===== config.mk =====
export PLATFORM = sky130hd
export DESIGN_NAME = store_buffer
export DESIGN_NICKNAME = d
export VERILOG_FILES = /design/src/rtl/cpu_pkg.sv /design/src/rtl/sb_fwd_match.sv /design/src/rtl/store_buffer.sv
export SDC_FILE = /design/constraint.sdc
export NUM_CORES = 1
export LEC_CHECK = 0
export ABC_AREA = 1
export BUFFER_PORTS_ARGS = -buffer_cell sky130_fd_sc_hd__buf_2
export CORE_ASPECT_RATIO = 1.25
export CORE_UTILIZATION = 35
export CTS_BUF_LIST = sky130_fd_sc_hd__clkbuf_4
export DETAILED_ROUTE_END_ITERATION = 12
export PLACE_DENSITY = 0.57
export SLEW_MARGIN = 30
export SYNTH_ARGS = -nofsm -noshare
export SYNTH_HDL_FRONTEND = slang
export SYNTH_HIERARCHICAL = 1
export SYNTH_SLANG_ARGS = --single-unit

===== constraint.sdc =====
create_clock -name clk -period 7.6 [get_ports clk]
set_input_delay 0.76 -clock clk [delete_from_list [all_inputs] [get_ports clk]]
set_output_delay 0.76 -clock clk [all_outputs]
set_load 0.02 [all_outputs]

===== src/rtl/cpu_pkg.sv =====
// Shared widths and the store-buffer entry record used by the core's data-side blocks.
package cpu_pkg;
  localparam int DATA_W = 32;
  localparam int ADDR_W = 32;

  typedef struct packed {
    logic [ADDR_W-3:0] widx;
    logic [DATA_W-1:0] data;
  } sb_entry_t;
endpackage


===== src/rtl/sb_fwd_match.sv =====
// Load-forwarding lookup: scans from the youngest entry (wr_ptr-1) back to the oldest
// and returns the data of the first valid entry whose word index matches.
module sb_fwd_match
  import cpu_pkg::*;
#(
  parameter int DEPTH = 4,
  localparam int PW = $clog2(DEPTH)
) (
  input  sb_entry_t         entries [DEPTH],
  input  logic [DEPTH-1:0]  valid,
  input  logic [PW-1:0]     wr_ptr,
  input  logic [ADDR_W-3:0] widx,
  output logic              hit,
  output logic [DATA_W-1:0] data
);

  logic [PW-1:0] idx;

  always_comb begin
    hit  = 1'b0;
    data = '0;
    idx  = '0;
    for (int k = 0; k < DEPTH; k++) begin
      idx = wr_ptr - PW'(k + 1);
      if (!hit && valid[idx] && (entries[idx].widx == widx)) begin
        hit  = 1'b1;
        data = entries[idx].data;
      end
    end
  end

endmodule


===== src/rtl/store_buffer.sv =====
// Posted-write FIFO between the core data port and data memory, with youngest-match
// load forwarding so the core always observes its own stores in program order.
module store_buffer
  import cpu_pkg::*;
#(
  parameter int DEPTH = 4,
  parameter int AW    = ADDR_W,
  parameter int DW    = DATA_W
) (
  input  logic          clk,
  input  logic          reset,
  input  logic          MemWrite,
  input  logic [AW-1:0] DataAdr,
  input  logic [DW-1:0] WriteData,
  output logic [DW-1:0] ReadData,
  output logic          Stall,
  output logic          mem_req,
  output logic [AW-1:0] mem_addr,
  output logic [DW-1:0] mem_wdata,
  input  logic          mem_ack,
  input  logic [DW-1:0] mem_rdata,
  output logic          empty
);

  localparam int PW = $clog2(DEPTH);

  sb_entry_t        entries [DEPTH];
  logic [PW-1:0]    wr_ptr;
  logic [PW-1:0]    rd_ptr;
  logic [PW:0]      count;
  logic             full;
  logic             push;
  logic             pop;
  logic [DEPTH-1:0] valid;
  logic             fwd_hit;
  logic [DW-1:0]    fwd_data;

  assign full  = (count == (PW+1)'(DEPTH));
  assign empty = (count == '0);
  assign push  = MemWrite & ~full;
  assign Stall = MemWrite & full;

  // Memory handshake: mem_req is high while the head entry is pending and the
  // request fields hold steady; the entry is retired on any cycle with mem_req & mem_ack.
  assign mem_req   = ~empty;
  assign pop       = mem_req & mem_ack;
  assign mem_addr  = {entries[rd_ptr].widx, 2'b00};
  assign mem_wdata = entries[rd_ptr].data;

  always_ff @(posedge clk or negedge reset) begin
    if (!reset) begin
      wr_ptr <= '0;
      rd_ptr <= '0;
      count  <= '0;
    end else begin
      if (push) wr_ptr <= wr_ptr + 1'b1;
      if (pop)  rd_ptr <= rd_ptr + 1'b1;
      case ({push, pop})
        2'b10:   count <= count + 1'b1;
        2'b01:   count <= count - 1'b1;
        default: count <= count;
      endcase
    end
  end

  // Entry payload needs no reset; validity comes from the pointers and count.
  always_ff @(posedge clk) begin
    if (push) begin
      entries[wr_ptr].widx <= DataAdr[AW-1:2];
      entries[wr_ptr].data <= WriteData;
    end
  end

  // An entry is live when its distance from the head is below count, which keeps
  // the head valid for forwarding during the cycle it is being popped.
  always_comb begin
    valid = '0;
    for (int i = 0; i < DEPTH; i++) begin
      valid[i] = ({1'b0, PW'(i) - rd_ptr} < count);
    end
  end

  sb_fwd_match #(.DEPTH(DEPTH)) u_fwd (
    .entries (entries),
    .valid   (valid),
    .wr_ptr  (wr_ptr),
    .widx    (DataAdr[AW-1:2]),
    .hit     (fwd_hit),
    .data    (fwd_data)
  );

  assign ReadData = fwd_hit ? fwd_data : mem_rdata;

endmodule


* Word level (Yosys, flattened, before mapping)
Index checks and enable logic that the tools add are counted.
** Storage, ports and cells
- Flip-flop bits (word level) :: 255
- Input port bits :: 100
- Output and inout bits :: 99
- Word-level logic and storage cells :: 105
** Operators by class
- Add/subtract/negate cells :: 11
- Order comparisons :: 14
- Equal/unequal tests :: 7
- Muxes and demuxes :: 39
- Bitwise operators :: 10
- Reductions and logical operators :: 13
** Operators by type and width (count)
- 62-bit 2-to-1 mux :: 11
- 62-bit binary-select mux with 2-bit select :: 5
- 248-bit bitwise mux :: 2
- 62-bit demux with 2-bit select :: 2
- 32-bit 2-to-1 mux :: 6
- 30-bit == test :: 4
- 3-bit greater-or-equal comparator, second input constant :: 5
- 2-bit inverter with 3-bit output :: 5
- 2-bit by 3-bit < comparator with 1-bit output :: 4
- 2-bit by 3-bit < comparator with 1-bit output, second input constant :: 4
- 1-bit binary-select mux with 2-bit select :: 4
- 1-bit logical AND :: 8
- 1-bit 2-to-1 mux :: 8
- 3-bit one-hot mux with 2 select lines :: 1
- 2-bit by 1-bit adder with 2-bit output, second input constant :: 2
- 1-bit by 2-bit subtractor with 2-bit output, first input constant :: 2
- 2-bit subtractor, first input constant :: 2
- 2-bit subtractor, second input constant :: 2
- 3-bit by 1-bit adder with 3-bit output, second input constant :: 1
- 1-bit AND :: 3
- 3-bit == test, second input constant :: 1
- 1-bit zero test :: 3
- 3-bit zero test :: 1
- 3-bit by 1-bit < comparator with 1-bit output, second input constant :: 1
- 6 further kinds :: 7

* Logic depth before layout (Yosys ltp)
Gate-level depths: netlist of run 1.
- Depth after elaboration :: 21
- Gate-level depth with buffers :: 26

* By module
Netlist of run 1, hierarchy kept.
** By module, submodules not included
- store_buffer :: instances 1, cells an instance 996, area each 11198.2 um2
- sb_fwd_match :: instances 1, cells an instance 2206, area each 9814.4 um2

* Worst setup path after synthesis of run 1
No wires, ideal clock.
- Path type :: flip-flop to output port
- Start point :: register rd_ptr[0]
- End point :: output ReadData[10]
- Data arrival time :: 3.386 ns
- Required time :: 6.840 ns
- Path slack :: 3.454 ns
- Cell stages (with the launch flop) :: 26
- Path buffers :: 5
- Cell sequence :: dfrtp_1 buf_4 buf_4 nand2_1 nand2_1 ha_1 a21boi_1 o21ai_1 inv_1 nand2_1 nand2_1 nand2_1 nand2_1 inv_1 nand2_1 nor2_1 nand2_1 nor2_1 nand2_1 nor2_4 nor3_2 buf_2 o21ai_0 clkbuf_1 buf_2 mux2_1
** On the way
- Cells in the longest elaborated chain, start to end :: 19
- Elaborated cells on any way between the ends :: 35
- Those cells by class :: add/sub (4); order compare (4); mux (17); reduce/logical (10)
** Ends and longest elaborated chain
- start, declared :: line store_buffer.sv:29 : logic [PW-1:0] rd_ptr;
- start signal, assigned :: line store_buffer.sv:57 : if (pop) rd_ptr <= rd_ptr + 1'b1;
- 1-bit by 2-bit subtractor with 2-bit output * :: line store_buffer.sv:79 : valid[i] = ({1'b0, PW'(i) - rd_ptr} < count);
- 2-bit by 3-bit < comparator with 1-bit output * :: line store_buffer.sv:79
- named net valid[0] :: line store_buffer.sv:34 : logic [DEPTH-1:0] valid;
- 1-bit binary-select mux with 2-bit select :: line sb_fwd_match.sv:25 : if (!hit && valid[idx] && (entries[idx].widx == widx)) begin
- 1-bit 2-to-1 mux (implied by the code) :: line sb_fwd_match.sv:25
- 1-bit logical AND :: line sb_fwd_match.sv:25
- 1-bit 2-to-1 mux :: line sb_fwd_match.sv:25
- 1-bit zero test :: line sb_fwd_match.sv:25
- [... 3 more ...]
- 1-bit zero test :: line sb_fwd_match.sv:25
- 1-bit logical AND (2 in a row) :: line sb_fwd_match.sv:25
- 1-bit 2-to-1 mux :: line sb_fwd_match.sv:25
- 1-bit zero test :: line sb_fwd_match.sv:25
- 1-bit logical AND (2 in a row) :: line sb_fwd_match.sv:25
- 1-bit 2-to-1 mux * :: line sb_fwd_match.sv:25
- named net fwd_hit :: line store_buffer.sv:35 : logic fwd_hit;
- 32-bit 2-to-1 mux * :: line store_buffer.sv:92 : assign ReadData = fwd_hit ? fwd_data : mem_rdata;
- end, declared :: line store_buffer.sv:15 : output logic [DW-1:0] ReadData,
The timed path passes the listed nets; every way through them passes the cells marked *. The select of a mux whose other input is x is not followed.

* Worst setup path after layout of run 1
- Start point :: register rd_ptr[0]
- End point :: output ReadData[2]
** On the way
- Cells in the longest elaborated chain, start to end :: 19
- Elaborated cells on any way between the ends :: 35
- Those cells by class :: add/sub (4); order compare (4); mux (17); reduce/logical (10)
** Ends and longest elaborated chain
- 1-bit by 2-bit subtractor with 2-bit output * :: line store_buffer.sv:79
- 2-bit by 3-bit < comparator with 1-bit output * :: line store_buffer.sv:79
- named net valid[0] :: line store_buffer.sv:34
- 1-bit binary-select mux with 2-bit select :: line sb_fwd_match.sv:25
- 1-bit 2-to-1 mux (implied by the code) :: line sb_fwd_match.sv:25
- 1-bit logical AND :: line sb_fwd_match.sv:25
- 1-bit 2-to-1 mux :: line sb_fwd_match.sv:25
- 1-bit zero test :: line sb_fwd_match.sv:25
- [... 3 more ...]
- 1-bit zero test :: line sb_fwd_match.sv:25
- 1-bit logical AND (2 in a row) :: line sb_fwd_match.sv:25
- 1-bit 2-to-1 mux :: line sb_fwd_match.sv:25
- 1-bit zero test :: line sb_fwd_match.sv:25
- 1-bit logical AND (2 in a row) :: line sb_fwd_match.sv:25
- 32-bit 2-to-1 mux * :: line sb_fwd_match.sv:25
- named net fwd_data[2] :: line store_buffer.sv:36 : logic [DW-1:0] fwd_data;
- 32-bit 2-to-1 mux * :: line store_buffer.sv:92
Marks and branches as above.

==> metrics.txt, run 1 <==
crit path cell chain inv_2 > nand2_1 > nand2_1 > ha_1 > a21boi_1 > o21ai_1 > nand2_1 > a21oi_1 > o21ai_0 > nor2_1 > nand3_1 > nor2_1 > nand2_1 > nor2_2 > nand3_2 > buf_4 > nand3_1 > nand2_1 > mux2_1 > buf_2; Fin Setup TNS 0 ps; most frequent CP cell nand2_1; Hold WC Path Type input pin to flop; Ports between 150 and 200; WL/cell 18.2 µm; Setup CP Type flop to output port; Port Buffers approximately 190; largest net degree at the start of global routing between 100 and 150; Hold Buf Count CTS 1; power density over the cells between 400 and 500 nW/µm²; Setup-failing EPs final 0; layout cell share with drive strength beyond 1 around 11%; MaxCap Viol Count 0; Post-DP HPWL 49,500 µm; Reg power frac a little under a quarter; die height about 280 µm; Top FF cell, synth edfxtp_1; max_slew headroom ~34%; status finished clean; Internal 4.35 mW; Slew @ Worst Pin ~1000 ps; Hold Vio Cnt, Final 0; CP max stage cell dfrtp_4; vias in the first global route around 19,000; NetSw about 5.3 mW; routed wire length about 75,000 µm; Worst EP arrival just under 6000 ps; initial antenna violation count 10; post-cts resize count 0; Cell Area, Synth 21,000 µm²; # DRC 0; Nets 3,414; Final min period around 6700 ps; RSZ-0062 raised after global routing no; first-pass GRT wire length roughly 110,000 µm; Critical Path RT slightly below 7000 ps; Synth Instances 3,202; Iteration-0 DRC Markers approximately 1,600; CTS tree yes; Comb pwr share between 60% and 70%; YS warnings 6; Post-CTS Setup Bufs 0; final design utilization approximately two fifths; critical path fanouts, max about 70; maximum clock rate about 0.15 GHz; Final period util between 80% and 90%; Area Growth Syn to Fin 10.8%; Clk pin slew, worst setup/hold paths approximately 70 ps; post-synthesis sequential element count roughly 260; root buf cell clkbuf_4; Final Wtd Congestion just under 1; CTS buffer count 71; Detailed Routing Iterations Pass 1 6; Synth cell types 35; slowest cell delay on critical path roughly 970 ps; clock tree buffer depth 3; VDD IR max a little under 0.0003 V; worst skew pair latency approximately 800 ps; die width approximately 220 µm; Post-synth EDFFs approximately 250; Final Max Tran Viols 0; Avg Cell Area, Syn about 6.6 µm²; Initial Util approximately 35%; Total Routing Usage GR between 20% and 30%; Core Area around 60,000 µm²; die area slightly above 60,000 µm²; clock skew 47.3 ps; Net Sw Frac approximately 55%; R2R setup slack between 3000 and 4000 ps; sequential fraction of the synthesis area between 30% and 40%; Post-synth ARST share around 2.7%; num rows 100; CTS sink cnt about 260; Leakage 11.6 nW; final antenna-violating net count 0; crit path launch type flop; depth of the CTS H-tree 3; gr ovfl total 0; Vias/cell 5.22; routed vias roughly 21,000; crit path capture type output port; clock share of power a little over an eighth
==> power by group through the flow <==
stage / clock network, mW / logic, mW / registers, mW
after floorplan: 0 / 4.55 / 2.11
after global placement: 0 / 6.04 / 2.29
after detailed placement: 0 / 6.12 / 2.29
after CTS: 1.31 / 6.13 / 2.26
after global routing: 1.38 / 6.86 / 2.30
final: 1.27 / 6.13 / 2.26
==> placed cells by master (no fill, tap or decap), drive strengths merged, types with 32 or more instances in the layout <==
cell	Yosys	final
buf	119	233
clkbuf	87	97
edfxtp	248	248
inv	319	321
mux2	32	32
mux2i	64	64
nand2	1284	1284
nand3	621	621
nand4	65	65
nor2	89	89
o21ai	223	223
==> cell type report <==
class | count | area (µm²)
multi-input cells | 2423 | 11200
diodes | 6 | 15.0
clock buffers | 97 | 728
flip-flops and latches | 255 | 7630
well taps | 765 | 957
inverters | 319 | 1200
clock inverters | 20 | 131
repair buffers | 234 | 1370
fillers | 6451 | 36100
==> worst paths after layout <==
| kind | startpoint | to | cells past startpoint |
|---|---|---|---|
| min reg2reg | count[1]$_DFFE_PN0P_ | count[1]$_DFFE_PN0P_ | 2 |
| max | rd_ptr[0]$_DFFE_PN0P_ | ReadData[2] | 20 |
| min | WriteData[27] | entries[151]$_DFFE_PP_ | 3 |
| max in group asynchronous | reset | wr_ptr[0]$_DFFE_PN0P_ | 2 |
| min in group asynchronous | reset | count[2]$_DFFE_PN0P_ | 2 |
| max reg2reg | wr_ptr[1]$_DFFE_PN0P_ | entries[35]$_DFFE_PP_ | 6 |
==> registers in the layout (all words and copies together) (netlist names) <==
register / flops
entries: 248
count: 3
rd_ptr: 2
wr_ptr: 2
==> cell families (layout without fill, tap and decap cells) <==
group,after synthesis,in the layout,share of synthesized area [%]
and+or+nand+nor,2066,2066,41.7
buffers and inverters,525,670,10.5
DFF,255,255,36.3
AOI/OAI and AO/OA,241,241,5.79
muxes,96,96,4.76
adders and majority gates,10,10,0.631
xor gates and xnor gates,8,8,0.333
other,1,8,0.0178
==> critical path, delay by kind of cell, from the launching register on <==
family          cells  cell delay [ps]
buf+inv             3             1030
fa+ha+maj           1              280
simple gates       11             1920
compound gates      4              680
mux                 1              290
flops               1              970
==> cells in the mapped netlist, types with 5 or more instances <==
| cell type | count | area (µm²) |
|---|---|---|
| nand4_1 | 65 | 407 |
| ha_1 | 9 | 113 |
| buf_1 | 13 | 48.8 |
| buf_6 | 8 | 90.1 |
| clkbuf_1 | 87 | 327 |
| o21ai_1 | 12 | 60.1 |
| nor2_1 | 83 | 312 |
| mux2i_1 | 64 | 641 |
| mux2_1 | 30 | 338 |
| xor2_1 | 7 | 61.3 |
| inv_2 | 7 | 26.3 |
| o21ai_0 | 211 | 1060 |
| nand3_1 | 619 | 3100 |
| a21oi_1 | 14 | 70.1 |
| inv_1 | 311 | 1170 |
| buf_4 | 21 | 158 |
| nor3_1 | 5 | 25.0 |
| nand2_1 | 1284 | 4820 |
| edfxtp_1 | 248 | 7450 |
| dfrtp_1 | 7 | 175 |
| buf_2 | 77 | 385 |
==> per-layer routing <==
metal,wire (µm),vias to the layer above,global-route usage (%)
met2,37700,785,44.4
li1,-,10700,-
met1,29000,9776,27.3
met3,5010,192,3.54
met5,41,-,0
met4,3080,6,12.1
==> per-stage QoR <==
| stage | total power, mW | instances | setup WS, ps | area [µm²] | hold WS [ps] |
|---|---|---|---|---|---|
| after detailed placement | 8.41 | 3994 | 1700 | 22400 | 477 |
| after global routing | 10.5 | 4117 | 513 | 23300 | 228 |
| after CTS | 9.70 | 4112 | 827 | 23200 | 183 |
| after floorplan | 6.65 | 3203 | 3450 | 21000 | 450 |
| final | 9.66 | 4119 | 917 | 23300 | 263 |
| after global placement | 8.33 | 3992 | 1740 | 22300 | 476 |
(Power assumes the default switching activity.)
==> inputs of run 2 (changes only) <==
--- a/config.mk
+++ b/config.mk
@@ -5,7 +5,7 @@
 export SDC_FILE = /design/constraint.sdc
 export NUM_CORES = 1
 export LEC_CHECK = 0
-export ABC_AREA = 1
+export ABC_AREA = 0
 export BUFFER_PORTS_ARGS = -buffer_cell sky130_fd_sc_hd__buf_2
 export CORE_ASPECT_RATIO = 1.25
 export CORE_UTILIZATION = 35
==> run 2 against run 1 <==
First-iteration DRC count is 29% lower. Sequential share of layout area is 2.7 points higher. Cell area is 7.6% lower. Critical path depth is 6 lower. Core utilization is 0.085 points higher. Hold slack worse by 5.0 ps. Largest cell class unchanged. Highest routed layer unchanged.
==> metrics.txt, run 2 <==
Final Max Tran Viols 0 (unchanged); Post-synth ARST share 2.75% (unchanged); Worst EP arrival 6340 ps (+420 ps); post-cts resize count 0 (unchanged); status finished clean; top sig layer met5; CTS tree yes; final design utilization 39.3% (+0.085 points); met2 WL post-DR 31,100 µm (-18%); Met1 Routed Length 23,700 µm (-18%); most common cell after layout, fill and taps aside edfxtp_1; final worst slack 502 ps (-415 ps); YS warnings 6 (unchanged); Top FF cell, synth edfxtp_1; post-synthesis sequential element count 255 (unchanged); CTS sink cnt 255 (unchanged); Avg Cell Area, Syn 11.4 µm² (+74%); die height 265 µm (-3.9%); Final min period 7100 ps (+415 ps); die width 213 µm (-3.9%); routed wire length 60,800 µm (-19%); layout cell share with drive strength beyond 1 32.4% (+21 points); Post-Synth Simple-Gate Area 11.7% (-30 points); RSZ-0062 raised after global routing no; sequential fraction of the synthesis area 39.3% (+3.0 points); worst skew pair latency 820 ps (+20 ps); Synth cell types 62 (+77%); clock skew 75.6 ps (+28.3 ps); largest net degree at the start of global routing 120 (-18%); Setup-failing EPs final 0 (unchanged); depth of the CTS H-tree 3 (unchanged); Port Buffers 194 (unchanged); Hold Vio Cnt, Final 0 (unchanged); most frequent cells in the layout edfxtp_1, buf_2, mux2i_1; Final Wtd Congestion 0.882 (-8.4%); mux cell area share after synthesis 26.5% (+22 points); final antenna-violating net count 0 (unchanged); Cell Area, Synth 19,400 µm² (-7.7%); maximum clock rate 0.141 GHz (-5.8%); Synth Area in Compound Gates 11.4% (+5.6 points); num rows 96 (-4.0%); Clk pin slew, worst setup/hold paths 70 ps (about the same); CP max stage cell dfrtp_4; Place WS 1240 ps (-464 ps); critical path fanouts, max 55 (-19%); Core Area 54,800 µm² (-7.8%); WL/cell 23.3 µm (+28%); Iteration-0 DRC Markers 1,154 (-29%); most frequent CP cell buf_4; crit path cell chain buf_4 > mux2i_2 > o22ai_1 > or4_1 > a222oi_1 > nand3_1 > buf_4 > or3_2 > buf_4 > o311ai_4 > buf_4 > o32ai_1 > mux2_2 > buf_2; CTS buffer count 70 (-1.4%); # DRC 0 (unchanged); CP top delay family buffers and inverters; Total Routing Usage GR 21.5% (-2.6 points); Area after DPL 20,700 µm² (-7.6%); Critical Path RT 6840 ps (about the same); Fin Setup TNS 0 ps (unchanged); combinational family with the most area after synthesis multiplexers; routed vias 14,900 (-30%); Post-Synth XOR/XNOR Area 5.29% (+5.0 points); Synth Instances 1,694 (-47%); top-count cell post-synth edfxtp_1; Pwr Total 8.37 mW (-13%); max reg flops 248 (unchanged); initial antenna violation count 8 (-2); first-pass GRT wire length 90,900 µm (-19%); Synth Area in Adders 0.684% (+0.053 points); crit path capture type output port; met3 wire len 3300 µm (-34%); clock tree buffer depth 3 (unchanged); top cells by area, synth edfxtp_1, mux4_2, mux2i_1; Worst Hold Slack 258 ps (-5.00 ps); Detailed Routing Iterations Pass 1 5 (-1); biggest regs entries: 248 flops, count: 3 flops; die area 56,300 µm² (-7.7%); MaxCap Viol Count 0 (unchanged); largest area contributor in the netlist edfxtp_1; Cells after DPL 2,491 (-38%); gr ovfl total 0 (unchanged); root buf cell clkbuf_4; top-area cell type share of the netlist area 38.4% (+3.0 points); Final period util 93.4% (+5.5 points); Most flops, register entries; Area Growth Syn to Fin 11.0%; Post-DP HPWL 39,600 µm (-20%); Leakage 7.72 nW (-33%); Post-synth EDFFs 248 (unchanged); Initial Util 35.4% (+0.040 points); vias in the first global route 15,200 (-22%); Slew @ Worst Pin 935 ps (-48.8 ps); slowest cell delay on critical path 1000 ps (+30 ps); Vias/cell 5.73 (+9.8%); Ports 199 (unchanged); Commonest cells post-synth edfxtp_1, mux2i_1, mux2_2; fin area 21,500 µm² (-7.6%); crit path launch type flop; Nets 1,939 (-43%); power density over the cells 389 nW/µm² (-6.1%); post-route non-filler standard cell count 2,610 (-37%); Setup CP Type flop to output port; max_slew headroom 37.6% (+3.3 points); VDD IR max 0.000203 V (-30%); WP buf/inv 5 (+2); Hold WC Path Type input pin to flop
## run 2: logic make-up after synthesis
group / Yosys count
fa+ha+maj: 10
xor+xnor: 117
other cells: 1
buf+inv: 182
flops: 255
simple gates: 451
compound gates: 290
mux: 388
## run 2: cell type report
type / instances / area (µm²)
Fill cell: 5409 / 33300
Timing Repair Buffer: 230 / 1260
Inverter: 14 / 57.6
Clock buffer: 97 / 728
Clock inverter: 20 / 83.8
Antenna cell: 1 / 2.50
Tap cell: 735 / 920
Multi-Input combinational cell: 1258 / 10800
Sequential cell: 255 / 7640
## run 2: worst register-to-register path: stages (launching register included)
cell and delay (ps):
dfrtp_4 1000, buf_4 750, ha_2 950, and2_4 710, buf_4 630
## run 2: layer usage
metal  vias up  GRT usage, %
met5         -             0
li1       6762             -
met4         8          10.8
met2       588          38.3
met3       182          3.67
met1      7407          24.6
## run 2: path summary, 6_finish.rpt
check | from | end | slack (ps) | cells after the start
worst max-delay path | wr_ptr[1]$_DFFE_PN0P_ | ReadData[30] | 500 | 14
worst min-delay path | WriteData[5] | entries[129]$_DFFE_PP_ | 260 | 2
worst max register to register | wr_ptr[1]$_DFFE_PN0P_ | entries[101]$_DFFE_PP_ | 3100 | 4
worst min register to register | count[1]$_DFFE_PN0P_ | count[1]$_DFFE_PN0P_ | 580 | 2
max in group asynchronous | reset | rd_ptr[1]$_DFFE_PN0P_ | 7010 | 2
min in group asynchronous | reset | wr_ptr[1]$_DFFE_PN0P_ | 340 | 2
## run 2: what timing repair did
item / in CTS / in global routing
setup buffers: 0 / 0
endpoints found under the hold margin: 7 / 0
hold buffers: 1 / 0
## run 2: power breakdown
group	switching, mW	internal [mW]	total, mW
clock network	0.604	0.586	1.19
registers	0.391	1.96	2.35
logic	2.83	2.01	4.84
total	3.82	4.55	8.37
